$ cat config.mk
export PLATFORM = sky130hd
export DESIGN_NAME = lms7_tx_burst_sched
export DESIGN_NICKNAME = d
export VERILOG_FILES = /design/src/rtl/lms7_tx_burst_sched.sv
export SDC_FILE = /design/constraint.sdc
export NUM_CORES = 1
export LEC_CHECK = 0
export ABC_AREA = 1
export BUFFER_PORTS_ARGS = -buffer_cell sky130_fd_sc_hd__buf_4
export CAP_MARGIN = 20
export CELL_PAD_IN_SITES_DETAIL_PLACEMENT = 0
export CELL_PAD_IN_SITES_GLOBAL_PLACEMENT = 1
export CORE_ASPECT_RATIO = 0.7
export CORE_MARGIN = 5
export CORE_UTILIZATION = 37
export CTS_CLUSTER_DIAMETER = 40
export CTS_CLUSTER_SIZE = 14
export DETAILED_ROUTE_END_ITERATION = 16
export GPL_TIMING_DRIVEN = 0
export PLACE_DENSITY_LB_ADDON = 0.1
export SKIP_LAST_GASP = 1
export SLEW_MARGIN = 20
export SYNTH_ARGS = -nofsm -noshare
export SYNTH_HDL_FRONTEND = slang
export SYNTH_SLANG_ARGS = --single-unit
$ cat constraint.sdc
create_clock -name mclk -period 3.9 [get_ports mclk]
set_input_delay 0.39 -clock mclk [delete_from_list [all_inputs] [get_ports mclk]]
set_output_delay 0.39 -clock mclk [all_outputs]
set_load 0.005 [all_outputs]
$ cat src/rtl/lms7_tx_burst_sched.sv
// Timestamp-gated TX burst scheduler: releases each descriptor's samples to the
// framer FIFO starting at the slot named by cmd_ts, or drains them if that slot has passed.
module lms7_tx_burst_sched #(
    parameter int TS_BITS  = 32,
    parameter int LEN_BITS = 16
) (
    input  logic                mclk,
    input  logic                rst_n,
    input  logic                enable,
    input  logic                ts_tick,
    input  logic [TS_BITS-1:0]  cmd_ts,
    input  logic [LEN_BITS-1:0] cmd_len,
    input  logic                cmd_valid,
    output logic                cmd_ready,
    input  logic [47:0]         s_tdata,
    input  logic                s_tvalid,
    output logic                s_tready,
    output logic [47:0]         m_tdata,
    output logic                m_tvalid,
    input  logic                m_tready,
    output logic [TS_BITS-1:0]  ts_now,
    output logic                busy,
    output logic                stat_late,
    output logic                stat_underrun
);

    typedef enum logic [1:0] {
        ST_IDLE    = 2'd0,
        ST_WAIT    = 2'd1,
        ST_ACTIVE  = 2'd2,
        ST_DISCARD = 2'd3
    } state_t;

    localparam logic [LEN_BITS-1:0] LEN_ZERO = {LEN_BITS{1'b0}};
    localparam logic [LEN_BITS-1:0] LEN_ONE  = {{(LEN_BITS-1){1'b0}}, 1'b1};

    state_t                r_state;
    state_t                w_state_nxt;
    logic [TS_BITS-1:0]    r_ts_now;
    logic [TS_BITS-1:0]    r_ts_tgt;
    logic [TS_BITS-1:0]    w_ts_nxt;
    logic [TS_BITS-1:0]    w_diff;
    logic [LEN_BITS-1:0]   r_remain;
    logic [LEN_BITS-1:0]   w_remain_nxt;
    logic                  r_run;
    logic                  r_stat_late;
    logic                  r_stat_underrun;
    logic                  w_tick;
    logic                  w_cmd_fire;
    logic                  w_cmd_ready;
    logic                  w_s_tready;
    logic                  w_m_tvalid;
    logic [47:0]           w_m_tdata;
    logic                  w_late;
    logic                  w_underrun;

    assign w_tick     = ts_tick & enable;
    assign w_ts_nxt   = r_ts_now + {{(TS_BITS-1){1'b0}}, w_tick};
    // WAIT looks one slot ahead so the first ACTIVE cycle sees ts_now == target.
    assign w_diff     = r_ts_tgt - w_ts_nxt;
    assign w_cmd_fire = w_cmd_ready & cmd_valid;

    // Next-state, remain update and the zero-latency stream path.
    always_comb begin
        w_state_nxt  = r_state;
        w_remain_nxt = r_remain;
        w_cmd_ready  = 1'b0;
        w_s_tready   = 1'b0;
        w_m_tvalid   = 1'b0;
        w_m_tdata    = 48'h0;
        w_late       = 1'b0;
        w_underrun   = 1'b0;
        case (r_state)
            ST_IDLE: begin
                w_cmd_ready = enable & r_run;
                if (w_cmd_fire) begin
                    w_remain_nxt = cmd_len;
                    if (cmd_len != LEN_ZERO) begin
                        w_state_nxt = ST_WAIT;
                    end else begin
                        w_state_nxt = ST_IDLE;
                    end
                end else begin
                    w_state_nxt = ST_IDLE;
                end
            end
            ST_WAIT: begin
                if (w_diff == {TS_BITS{1'b0}}) begin
                    w_state_nxt = ST_ACTIVE;
                end else if (w_diff[TS_BITS-1]) begin
                    w_late      = 1'b1;
                    w_state_nxt = ST_DISCARD;
                end else begin
                    w_state_nxt = ST_WAIT;
                end
            end
            ST_ACTIVE: begin
                w_m_tvalid = s_tvalid;
                w_m_tdata  = s_tdata;
                w_s_tready = m_tready;
                if (s_tvalid & m_tready) begin
                    w_remain_nxt = r_remain - LEN_ONE;
                    if (r_remain == LEN_ONE) begin
                        w_state_nxt = ST_IDLE;
                    end else begin
                        w_state_nxt = ST_ACTIVE;
                    end
                end else if (m_tready) begin
                    w_underrun = 1'b1;
                end else begin
                    w_state_nxt = ST_ACTIVE;
                end
            end
            ST_DISCARD: begin
                w_s_tready = 1'b1;
                if (s_tvalid) begin
                    w_remain_nxt = r_remain - LEN_ONE;
                    if (r_remain == LEN_ONE) begin
                        w_state_nxt = ST_IDLE;
                    end else begin
                        w_state_nxt = ST_DISCARD;
                    end
                end else begin
                    w_state_nxt = ST_DISCARD;
                end
            end
            default: begin
                w_state_nxt  = ST_IDLE;
                w_remain_nxt = LEN_ZERO;
            end
        endcase
        // Disabling drops whatever burst is pending.
        if (!enable) begin
            w_state_nxt  = ST_IDLE;
            w_remain_nxt = LEN_ZERO;
            w_late       = 1'b0;
            w_underrun   = 1'b0;
        end else begin
            w_state_nxt  = w_state_nxt;
        end
    end

    // State, counters, descriptor latch and registered status pulses.
    always_ff @(posedge mclk or negedge rst_n) begin
        if (!rst_n) begin
            r_state         <= ST_IDLE;
            r_ts_now        <= {TS_BITS{1'b0}};
            r_ts_tgt        <= {TS_BITS{1'b0}};
            r_remain        <= LEN_ZERO;
            r_run           <= 1'b0;
            r_stat_late     <= 1'b0;
            r_stat_underrun <= 1'b0;
        end else begin
            r_state         <= w_state_nxt;
            r_ts_now        <= w_ts_nxt;
            r_remain        <= w_remain_nxt;
            r_run           <= 1'b1;
            r_stat_late     <= w_late;
            r_stat_underrun <= w_underrun;
            if (w_cmd_fire) begin
                r_ts_tgt <= cmd_ts;
            end
        end
    end

    assign cmd_ready     = w_cmd_ready;
    assign s_tready      = w_s_tready;
    assign m_tvalid      = w_m_tvalid;
    assign m_tdata       = w_m_tdata;
    assign ts_now        = r_ts_now;
    assign busy          = (r_state != ST_IDLE);
    assign stat_late     = r_stat_late;
    assign stat_underrun = r_stat_underrun;

endmodule

==> Yosys cells after proc, flatten, opt, wreduce, memory -nomap -nowiden <==
Cells that the tools add are included.
{ "op_classes": {"eq_ne": 9, "addsub": 3, "reduce_logical": 5, "mux": 28, "bitwise": 4} }
{ "ops": {"columns": ["cell", "count"], "rows": [
  ["16-bit two-way mux", 4],
  ["48-bit two-way mux", 1],
  ["16-bit one-hot mux with 3 select lines", 1],
  ["32-bit by 1-bit adder with 32-bit output", 1],
  ["32-bit logical NOT", 1],
  ["32-bit subtractor", 1],
  ["2-bit two-way mux", 9],
  ["16-bit by 1-bit equality test with 1-bit output (second input constant)", 1],
  ["16-bit nonzero test", 1],
  ["16-bit by 1-bit subtractor with 16-bit output (second input constant)", 1],
  ["1-bit two-way mux", 11],
  ["3-bit != test (second input constant)", 3],
  ["2-bit one-hot mux with 4 select lines", 1],
  ["1-bit AND", 4],
  ["2-bit equality test (second input constant)", 2],
  ["4-bit by 1-bit != test with 1-bit output (second input constant)", 1],
  ["4-bit != test (second input constant)", 1],
  ["4-bit AND reduction", 1],
  ["2-bit by 1-bit equality test with 1-bit output (second input constant)", 1],
  ["2-bit logical NOT", 1],
  ["1-bit one-hot mux with 2 select lines", 1],
  ["2-bit nonzero test", 1]
]} }
{ "word_totals": {"register_bits": 85, "wordCells": 56} }

==> Longest topological paths before layout <==
Gate-level depths: netlist of run 1.
{ "logic_depth": {"ltp_word": 7, "depth_mapped": 32, "mapped_depth_nobuf": 31} }

==> Least setup slack after synthesis of run 1 <==
OpenSTA, ideal clock, no wires.
{ "synth_timing": {"kind": "input to register", "from": "in enable", "to": "reg r_state[1]", "setup_time_ns": 0.073, "path_stages": 29, "path_slack_ns": 0.228, "t_arrival_ns": 3.599, "cell_sequence": "buf_2 -> nand2_1 -> inv_1 -> ha_1 -> nand2_2 -> nor2_4 -> nand2_2 -> nor2_2 -> or3b_4 -> nor4_4 -> nand2_1 -> xor2_1 -> inv_2 -> ha_1 -> nand2_1 -> inv_2 -> nand2_1 -> nor3_1 -> and2_1 -> nand2_1 -> nand3_1 -> nand2_1 -> nor2_1 -> nand3_1 -> nor2_1 -> nand2_1 -> nand2_1 -> nand2_1 -> a21oi_2"} }
{ "synth_via": {"elab_chain_cells": 7, "word_cells_on_any_way": 9} }
{ "synth_lines": {"columns": ["element", "line_no", "rtl"], "rows": [
  ["start: declaration", "9", "input logic enable,"],
  ["1-bit AND (*)", "57", "assign w_tick = ts_tick & enable;"],
  ["32-bit by 1-bit adder with 32-bit output (*)", "58", "assign w_ts_nxt = r_ts_now + {{(TS_BITS-1){1'b0}}, w_tick};"],
  ["named net w_ts_nxt[21]", "41", "logic [TS_BITS-1:0] w_ts_nxt;"],
  ["32-bit subtractor (*)", "60", "assign w_diff = r_ts_tgt - w_ts_nxt;"],
  ["32-bit logical NOT or 2-bit two-way mux (tied branches)", "88, 90", null],
  ["2-bit two-way mux (*)", "88", "if (w_diff == {TS_BITS{1'b0}}) begin"],
  ["2-bit one-hot mux with 4 select lines (*)", "73", "case (r_state)"],
  ["2-bit two-way mux (*)", "133", "if (!enable) begin"],
  ["end signal: assignment", "154", "r_state <= w_state_nxt;"],
  ["end: declaration", "37", "state_t r_state;"]
]} }
The timed path passes the listed nets; every way through them passes the cells marked *.
A chain may end at the register's enable or synchronous reset.

==> Worst setup path after layout of run 1 <==
{ "layout_timing": {"from": "reg r_ts_now[0], in the netlist ts_now[0]", "to": "reg r_state[1]"} }
{ "layout_via": {"elab_chain_cells": 6, "word_cells_on_any_way": 7} }
{ "layout_lines": {"columns": ["element", "line_no", "rtl"], "rows": [
  ["start: declaration", "39", "logic [TS_BITS-1:0] r_ts_now;"],
  ["start signal: assignment", "147", "r_ts_now <= {TS_BITS{1'b0}};"],
  ["start signal: assignment", "155", "r_ts_now <= w_ts_nxt;"],
  ["32-bit by 1-bit adder with 32-bit output (*)", "58", null],
  ["named net w_ts_nxt[21]", "41", null],
  ["32-bit subtractor (*)", "60", null],
  ["32-bit logical NOT or 2-bit two-way mux (tied branches)", "88, 90", null],
  ["2-bit two-way mux (*)", "88", null],
  ["2-bit one-hot mux with 4 select lines (*)", "73", null],
  ["2-bit two-way mux (*)", "133", null]
]} }
Marks and branches as above.

==> summary.txt, run 1 <==
Route
  – Total Wirelength: approximately 24000 um
  – Number of routed nets with antenna violations: 0
  – Detailed-router iteration count before antenna repair: 5
  – Starting DRT DRC Count: between 500 and 600
  – DR vias/cell: between 4 and 5
  – Drt drc: 0
  – Via Count: about 7500
  – Routed WL per cell: around 14 um

Critical path
  – CP peak stage delay: around 0.42 ns
  – Critical Path Most Common Cell: nand2_1
  – CP bufs+invs: 2
  – Cell family with most CP delay: simple AND/OR/NAND/NOR gates
  – Maximum fanout along the worst path: 4
  – Slowest stage cell, crit path: dfrtp_2
  – CP Class: reg -> reg
  – Crit. End Element: flop
  – Arrival time worst endpoint: around 4.1 ns
  – Startpoint types: flop
  – CP required: 4.18 ns

STA
  – Slew Viols, Final: 0
  – Final hold vios: 0
  – Unrepaired setup endpoints after global routing: true
  – Actual slew at the worst max-slew pin: approximately 0.83 ns
  – Setup TNS: 0 ns
  – Fmax achieved: approximately 260 MHz
  – Final Skew: 0.00764 ns
  – Setup Viol. Count Final: 0
  – Final Cycle Share: 98.5%
  – Rel. slew slack: ~45%
  – Shortest period the worst path allows: between 3 and 4 ns
  – Worst hold slack: 0.0689 ns

Synthesis
  – FF+latch count, synth: between 80 and 90
  – Post-Syn Area per Cell: around 6.3 um2
  – Post-synth net total: around 1300
  – Syn. warnings: 0
  – Syn Std Cell Area: between 7000 and 8000 um2
  – Mapped Cells: 1170
  – Distinct cells, synth: 46
  – Seq/Total Area, Yosys: between 20 and 30%

Power
  – Worst IR Drop VDD: roughly 0.00023 V
  – Leak: approximately 0.0057 uW
  – Power, Total: about 6000 uW
  – Power Dens Cells: 603 nW/um2

GRT
  – GRT Util Overall: 20.5%
  – Total grt overflow: 0
  – First-pass GRT wire length: ~37000 um
  – Initial antenna violation count: 0
  – Largest net degree at the start of global routing: 86
  – Vias in the first global route: ~7000

Finish
  – Layout fillers: a little over 2000
  – Nets: approximately 1500
  – Commonest non-fill, non-tap cells in the layout: nand2_1, inv_1, buf_4, nor2_1, dfrtp_1
  – Layout Area Growth over Synthesis: 33.9%
  – Antenna Cells: 0
  – Post-Layout Cell Count: 1652
  – Share of cells above drive strength 1: 26.1%
  – Commonest non-fill, non-tap cell in the layout: nand2_1

Clock network
  – Worst skew pair latency: approximately 0.35 ns
  – Root Driver: clkbuf_16
  – CTS clock-pin slew for the worst setup and hold paths: ~0.07 ns
  – CTS tree: done
  – CTS Buf Count: 9
  – CTS Sinks: 85
  – CTS H-tree lvls: 3
  – # hold bufs at CTS: 0
  – Clock Tree Buf Depth: 2

Floorplan
  – Area of the die: between 20000 and 25000 um2
  – Top Ports: roughly 190
  – Initial core utilization: a little under two fifths
  – Die width: around 180 um
  – Core area: 19700 um2
  – Placement Rows: 43
  – Die Ht: about 130 um

Place
  – Placed insts: approximately 1600
  – Post-detail-place hpwl: approximately 20000 um
  – Routability cong.: approximately 0.89
  – IO buf count: around 190

Status
  – Status: finished clean

Min path
  – Hold/Removal Path Class: in -> async

Job
  – Max Cap Violations: 0
## where the power goes
group | switching, uW | internal (uW) | total (uW)
Combinational | 2330 | 1390 | 3710
Clock | 390 | 540 | 930
Sequential | 212 | 1120 | 1330
Total | 2930 | 3050 | 5980
## what timing repair did
item                                    4_1_cts  5_1_grt
pin swaps                                     0       21
endpoints found under the setup margin        3        3
buffers inserted                              0        9
resized for setup                            20       68
## path summary, 6_finish.rpt
path / startpoint / endpoint / slack, ns / cells past startpoint
setup / recovery: ts_now[0] / r_state[1] / 0.06 / 26
hold / removal: rst_n / r_ts_tgt[1] / 0.07 / 1
setup reg to reg: ts_now[0] / r_state[1] / 0.06 / 26
hold reg to reg: r_ts_tgt[27] / r_ts_tgt[27] / 0.52 / 1
max in group asynchronous: rst_n / r_remain[4] / 3.23 / 1
min in group mclk: cmd_ts[29] / r_ts_tgt[29] / 0.28 / 2
## worst reg2reg max path, stage by stage (launching register included)
cell	delay, ns
dfrtp_2	0.42
ha_4	0.17
nand2_4	0.05
nor2_4	0.12
nand2_2	0.08
nor2_4	0.10
or3b_4	0.41
nor4_4	0.31
nand2_1	0.14
xor2_2	0.22
inv_2	0.07
ha_4	0.32
nand2_4	0.08
inv_4	0.07
nand2_4	0.07
nor3_4	0.19
and2_1	0.15
nand2_1	0.06
nand3_1	0.08
nand2_1	0.06
nor2_1	0.09
nand3_1	0.08
nor2_2	0.12
nand2_2	0.08
nand2_1	0.07
nand2_1	0.06
a21oi_2	0.11
## sequential cells by signal, summed over array words and instances, names as in the netlist
| name | flops |
|---|---|
| r_ts_tgt | 32 |
| ts_now | 32 |
| r_run | 1 |
| stat_late | 1 |
| r_state | 2 |
| r_remain | 16 |
| stat_underrun | 1 |
## per-layer routing
| metal | share of wire, % | vias to the layer above | routed length, um | global-route usage (%) |
|---|---|---|---|---|
| met3 | 8.0 | 9 | 1910 | 4.08 |
| met2 | 37 | 234 | 8840 | 26.8 |
| li1 | - | 3966 | - | - |
| met5 | 0 | - | 0 | 0 |
| met4 | 0.44 | 0 | 105 | 2.73 |
| met1 | 54 | 3335 | 13000 | 34.5 |
## layout make-up
type / count / area (um2) / share of cell area, %
clock inverter: 5 / 66.3 / 0.669
buffer: 15 / 70.1 / 0.706
tap: 270 / 338 / 3.41
clock buffer: 11 / 253 / 2.55
timing repair buffer: 196 / 1480 / 14.9
multi-input combinational: 794 / 4550 / 45.8
inverter: 276 / 1040 / 10.5
sequential: 85 / 2130 / 21.5
## through the flow
stage | utilization [%] | instance area (um2) | setup WS (ns)
3_5_place_dp | 46.3 | 9150 | -0.643
5_1_grt | 50.2 | 9920 | -0.293
2_1_floorplan | - | 7410 | 0.228
6_report | 50.2 | 9920 | 0.0575
4_1_cts | 48.4 | 9560 | 0.0487
3_3_place_gp | 46.3 | 9150 | -0.632
## synth_stat cells, drive strengths merged
master | count | area share [%]
a21oi | 30 | 2.1
or3 | 1 | 0.084
xor2 | 29 | 3.4
o2111ai | 1 | 0.12
conb | 1 | 0.051
o22ai | 6 | 0.51
o21bai | 1 | 0.10
or3b | 2 | 0.27
and2 | 3 | 0.25
nand2 | 349 | 18
nor2 | 160 | 9.2
clkinv | 1 | 0.051
buf | 8 | 0.56
o221ai | 2 | 0.24
nor4 | 6 | 0.71
nand3 | 67 | 4.6
nand3b | 4 | 0.41
inv | 275 | 14
nor3 | 15 | 1.2
o21ai | 22 | 1.5
clkbuf | 7 | 0.35
nand4 | 18 | 1.6
o211ai | 4 | 0.41
ha | 35 | 5.9
or2 | 2 | 0.17
o21a | 1 | 0.10
o31ai | 1 | 0.10
dfrtp | 85 | 29
mux2 | 30 | 4.6
xnor2 | 4 | 0.47
## kinds of logic (layout without fill, tap and decap cells)
family | after synthesis | count (layout) | share of synthesized area (%)
simple gates | 627 | 627 | 36.8
buf+inv | 291 | 503 | 14.9
flops | 85 | 85 | 28.7
compound gates | 68 | 68 | 5.18
fa+ha+maj | 35 | 35 | 5.91
xor+xnor | 33 | 33 | 3.90
mux | 30 | 30 | 4.56
other cells | 1 | 1 | 0.0506
No activity file was read; power rests on OpenSTA's default activity.
==> run 2, diff against run 1 <==
--- a/config.mk
+++ b/config.mk
@@ -18,6 +18,7 @@
 export DETAILED_ROUTE_END_ITERATION = 16
 export GPL_TIMING_DRIVEN = 0
 export PLACE_DENSITY_LB_ADDON = 0.1
+export RECOVER_POWER = 50
 export SKIP_LAST_GASP = 1
 export SLEW_MARGIN = 20
 export SYNTH_ARGS = -nofsm -noshare
==> run 2 against run 1 <==
Compared with the run above: the run now ends with capacitance limit, slew limit left; critical path type unchanged; non-clock buffer count unchanged; utilization is essentially flat; final area hardly changed; highest routed layer unchanged; largest cell class unchanged; fmax is essentially flat.
==> summary.txt, run 2 (synthesis results as in run 1) <==
Finish
  – Antenna Cells: 0 (unchanged)
  – Layout fillers: 2041 (+0.098%)
  – Nets: 1515 (unchanged)
  – Share of cells above drive strength 1: 26.1% (unchanged)
  – Fin util: 50.2% (about the same)
  – Commonest non-fill, non-tap cells in the layout: nand2_1, inv_1, buf_4, nor2_1, dfrtp_1
  – Commonest non-fill, non-tap cell in the layout: nand2_1
  – Layout Area Growth over Synthesis: 33.8% (about the same)

Route
  – Starting DRT DRC Count: 545 (unchanged)
  – Detailed-router iteration count before antenna repair: 5 (unchanged)
  – Total Wirelength: 23800 um (about the same)
  – Drt drc: 0 (unchanged)
  – DR vias/cell: 4.57 (about the same)
  – Number of routed nets with antenna violations: 0 (unchanged)
  – Routed WL per cell: 14.4 um (about the same)
  – Via Count: 7551 (+0.093%)

STA
  – Final hold vios: 0 (unchanged)
  – Fmax achieved: 260 MHz (about the same)
  – Final Skew: 0.00764 ns (-0.000000110 ns)
  – Slew Viols, Final: 86 (+86)
  – Unrepaired setup endpoints after global routing: true
  – Shortest period the worst path allows: 3.84 ns (+0.0000279 ns)
  – Final Cycle Share: 98.5% (about the same)
  – Setup Viol. Count Final: 0 (unchanged)
  – Setup TNS: 0 ns (unchanged)
  – Rel. slew slack: -47.6% (-92 points)
  – Actual slew at the worst max-slew pin: 2.21 ns (+1.39 ns)

Clock network
  – Root Driver: clkbuf_16
  – Worst skew pair latency: 0.35 ns (about the same)
  – CTS tree: done
  – Clock Tree Buf Depth: 2 (unchanged)
  – CTS Sinks: 85 (unchanged)
  – CTS Buf Count: 9 (unchanged)
  – CTS clock-pin slew for the worst setup and hold paths: 0.07 ns (about the same)
  – CTS H-tree lvls: 3 (unchanged)

GRT
  – Largest net degree at the start of global routing: 86 (unchanged)
  – Total grt overflow: 0 (unchanged)
  – Initial antenna violation count: 0 (unchanged)
  – Vias in the first global route: 6990 (unchanged)
  – First-pass GRT wire length: 37000 um (unchanged)
  – GRT Util Overall: 20.5% (unchanged)

Critical path
  – Crit Reg-Reg Startpoint: ts_now[0]
  – Crit Reg-Reg Endpoint: r_state[1]
  – Reg2reg setup slack: 0.06 ns (about the same)
  – CP required: 4.18 ns (about the same)
  – Cell family with most CP delay: simple AND/OR/NAND/NOR gates
  – Maximum fanout along the worst path: 4 (unchanged)
  – Crit. End Element: flop
  – Slowest stage cell, crit path: dfrtp_2
  – Startpoint types: flop
  – Critical Path Most Common Cell: nand2_1
  – FF-to-FF path depth: 26 (unchanged)
  – Arrival time worst endpoint: 4.12 ns (about the same)
  – CP bufs+invs: 2 (unchanged)
  – CP peak stage delay: 0.42 ns (about the same)
  – CP startpoint: ts_now[0]
  – CP Class: reg -> reg

Floorplan
  – Core area: 19700 um2 (unchanged)
  – Initial core utilization: 37.5% (unchanged)
  – Area of the die: 23000 um2 (unchanged)
  – Die width: 179 um (unchanged)
  – Placement Rows: 43 (unchanged)
  – Top Ports: 189 (unchanged)
  – Die Ht: 128 um (unchanged)

Min path
  – Hold EP: r_ts_tgt[29]
  – Min-delay src: cmd_ts[29]
  – Hold path depth: 2
  – Hold/Removal Path Class: in -> reg

Power
  – Power Dens Cells: 603 nW/um2 (about the same)
  – Power, Total: 5980 uW (about the same)
  – Leak: 0.00571 uW (about the same)
  – Worst IR Drop VDD: 0.000235 V (about the same)

Place
  – Routability cong.: 0.892 (unchanged)
  – Post-detail-place hpwl: 19800 um (unchanged)
  – IO buf count: 187 (unchanged)

Job
  – Max Cap Violations: 1 (+1)

Status
  – Violated checks: capacitance limit, slew limit
  – Status: finished with violations
run 2: routing by layer:
layer	GRT usage [%]	part of all wire, %	vias up
met5	0	0	-
met4	2.73	0.44	0
met3	4.08	8.1	9
met2	26.8	37	243
met1	34.5	54	3334
li1	-	-	3965
run 2: cell type report:
cell class / count / area, um2 / share of cell area [%]
inverter: 276 / 1040 / 10.5
multi-input combinational: 794 / 4550 / 45.9
clock inverter: 5 / 66.3 / 0.669
timing repair buffer: 196 / 1470 / 14.8
tap: 270 / 338 / 3.41
sequential: 85 / 2130 / 21.5
clock buffer: 11 / 253 / 2.55
buffer: 15 / 70.1 / 0.707
run 2: what timing repair did:
action / 4_1_cts / 5_1_grt
buffers inserted: 0 / 9
pin swaps: 0 / 21
gates resized for setup: 20 / 68
hold buffers: 0 / 0
setup endpoints to repair: 3 / 3
gates cloned: 0 / 0
run 2: worst register-to-register path, cell delays in order (launching register included):
cell     delay (ns)
dfrtp_2        0.42
ha_4           0.17
nand2_4        0.05
nor2_4         0.12
nand2_2        0.08
nor2_4         0.10
or3b_4         0.41
nor4_4         0.31
nand2_1        0.14
xor2_2         0.22
inv_2          0.07
ha_4           0.32
nand2_4        0.08
inv_4          0.07
nand2_4        0.07
nor3_4         0.19
and2_1         0.15
nand2_1        0.06
nand3_1        0.08
nand2_1        0.06
nor2_1         0.09
nand3_1        0.08
nor2_2         0.12
nand2_2        0.08
nand2_1        0.07
nand2_1        0.06
a21oi_2        0.11
run 2: per-stage QoR:
stage / cells / setup slack, ns / hold WS, ns / cell area [um2]
floorplan: 1170 / 0.228 / 0.0944 / 7410
global placement: 1627 / -0.632 / 0.497 / 9150
detailed placement: 1627 / -0.643 / 0.504 / 9150
CTS: 1643 / 0.0487 / 0.263 / 9560
global route: 1652 / -0.293 / 0.262 / 9910
finish: 1652 / 0.0575 / 0.275 / 9910
run 2: worst max path at each step:
stage,endpoint,slack (ns),depth (start not counted)
global placement,r_state[1],-0.63,26
floorplan,r_state[1],0.23,29
finish,r_state[1],0.06,26
global route,r_state[1],-0.29,24
CTS,r_state[1],0.05,28
detailed placement,r_state[1],-0.64,26
run 2: power by group:
part	switching [uW]	leakage (uW)	total [uW]	internal [uW]
logic	2330	0.00451	3710	1390
clock network	391	0.000154	931	540
registers	212	0.00105	1330	1120
total	2930	0.00571	5980	3050
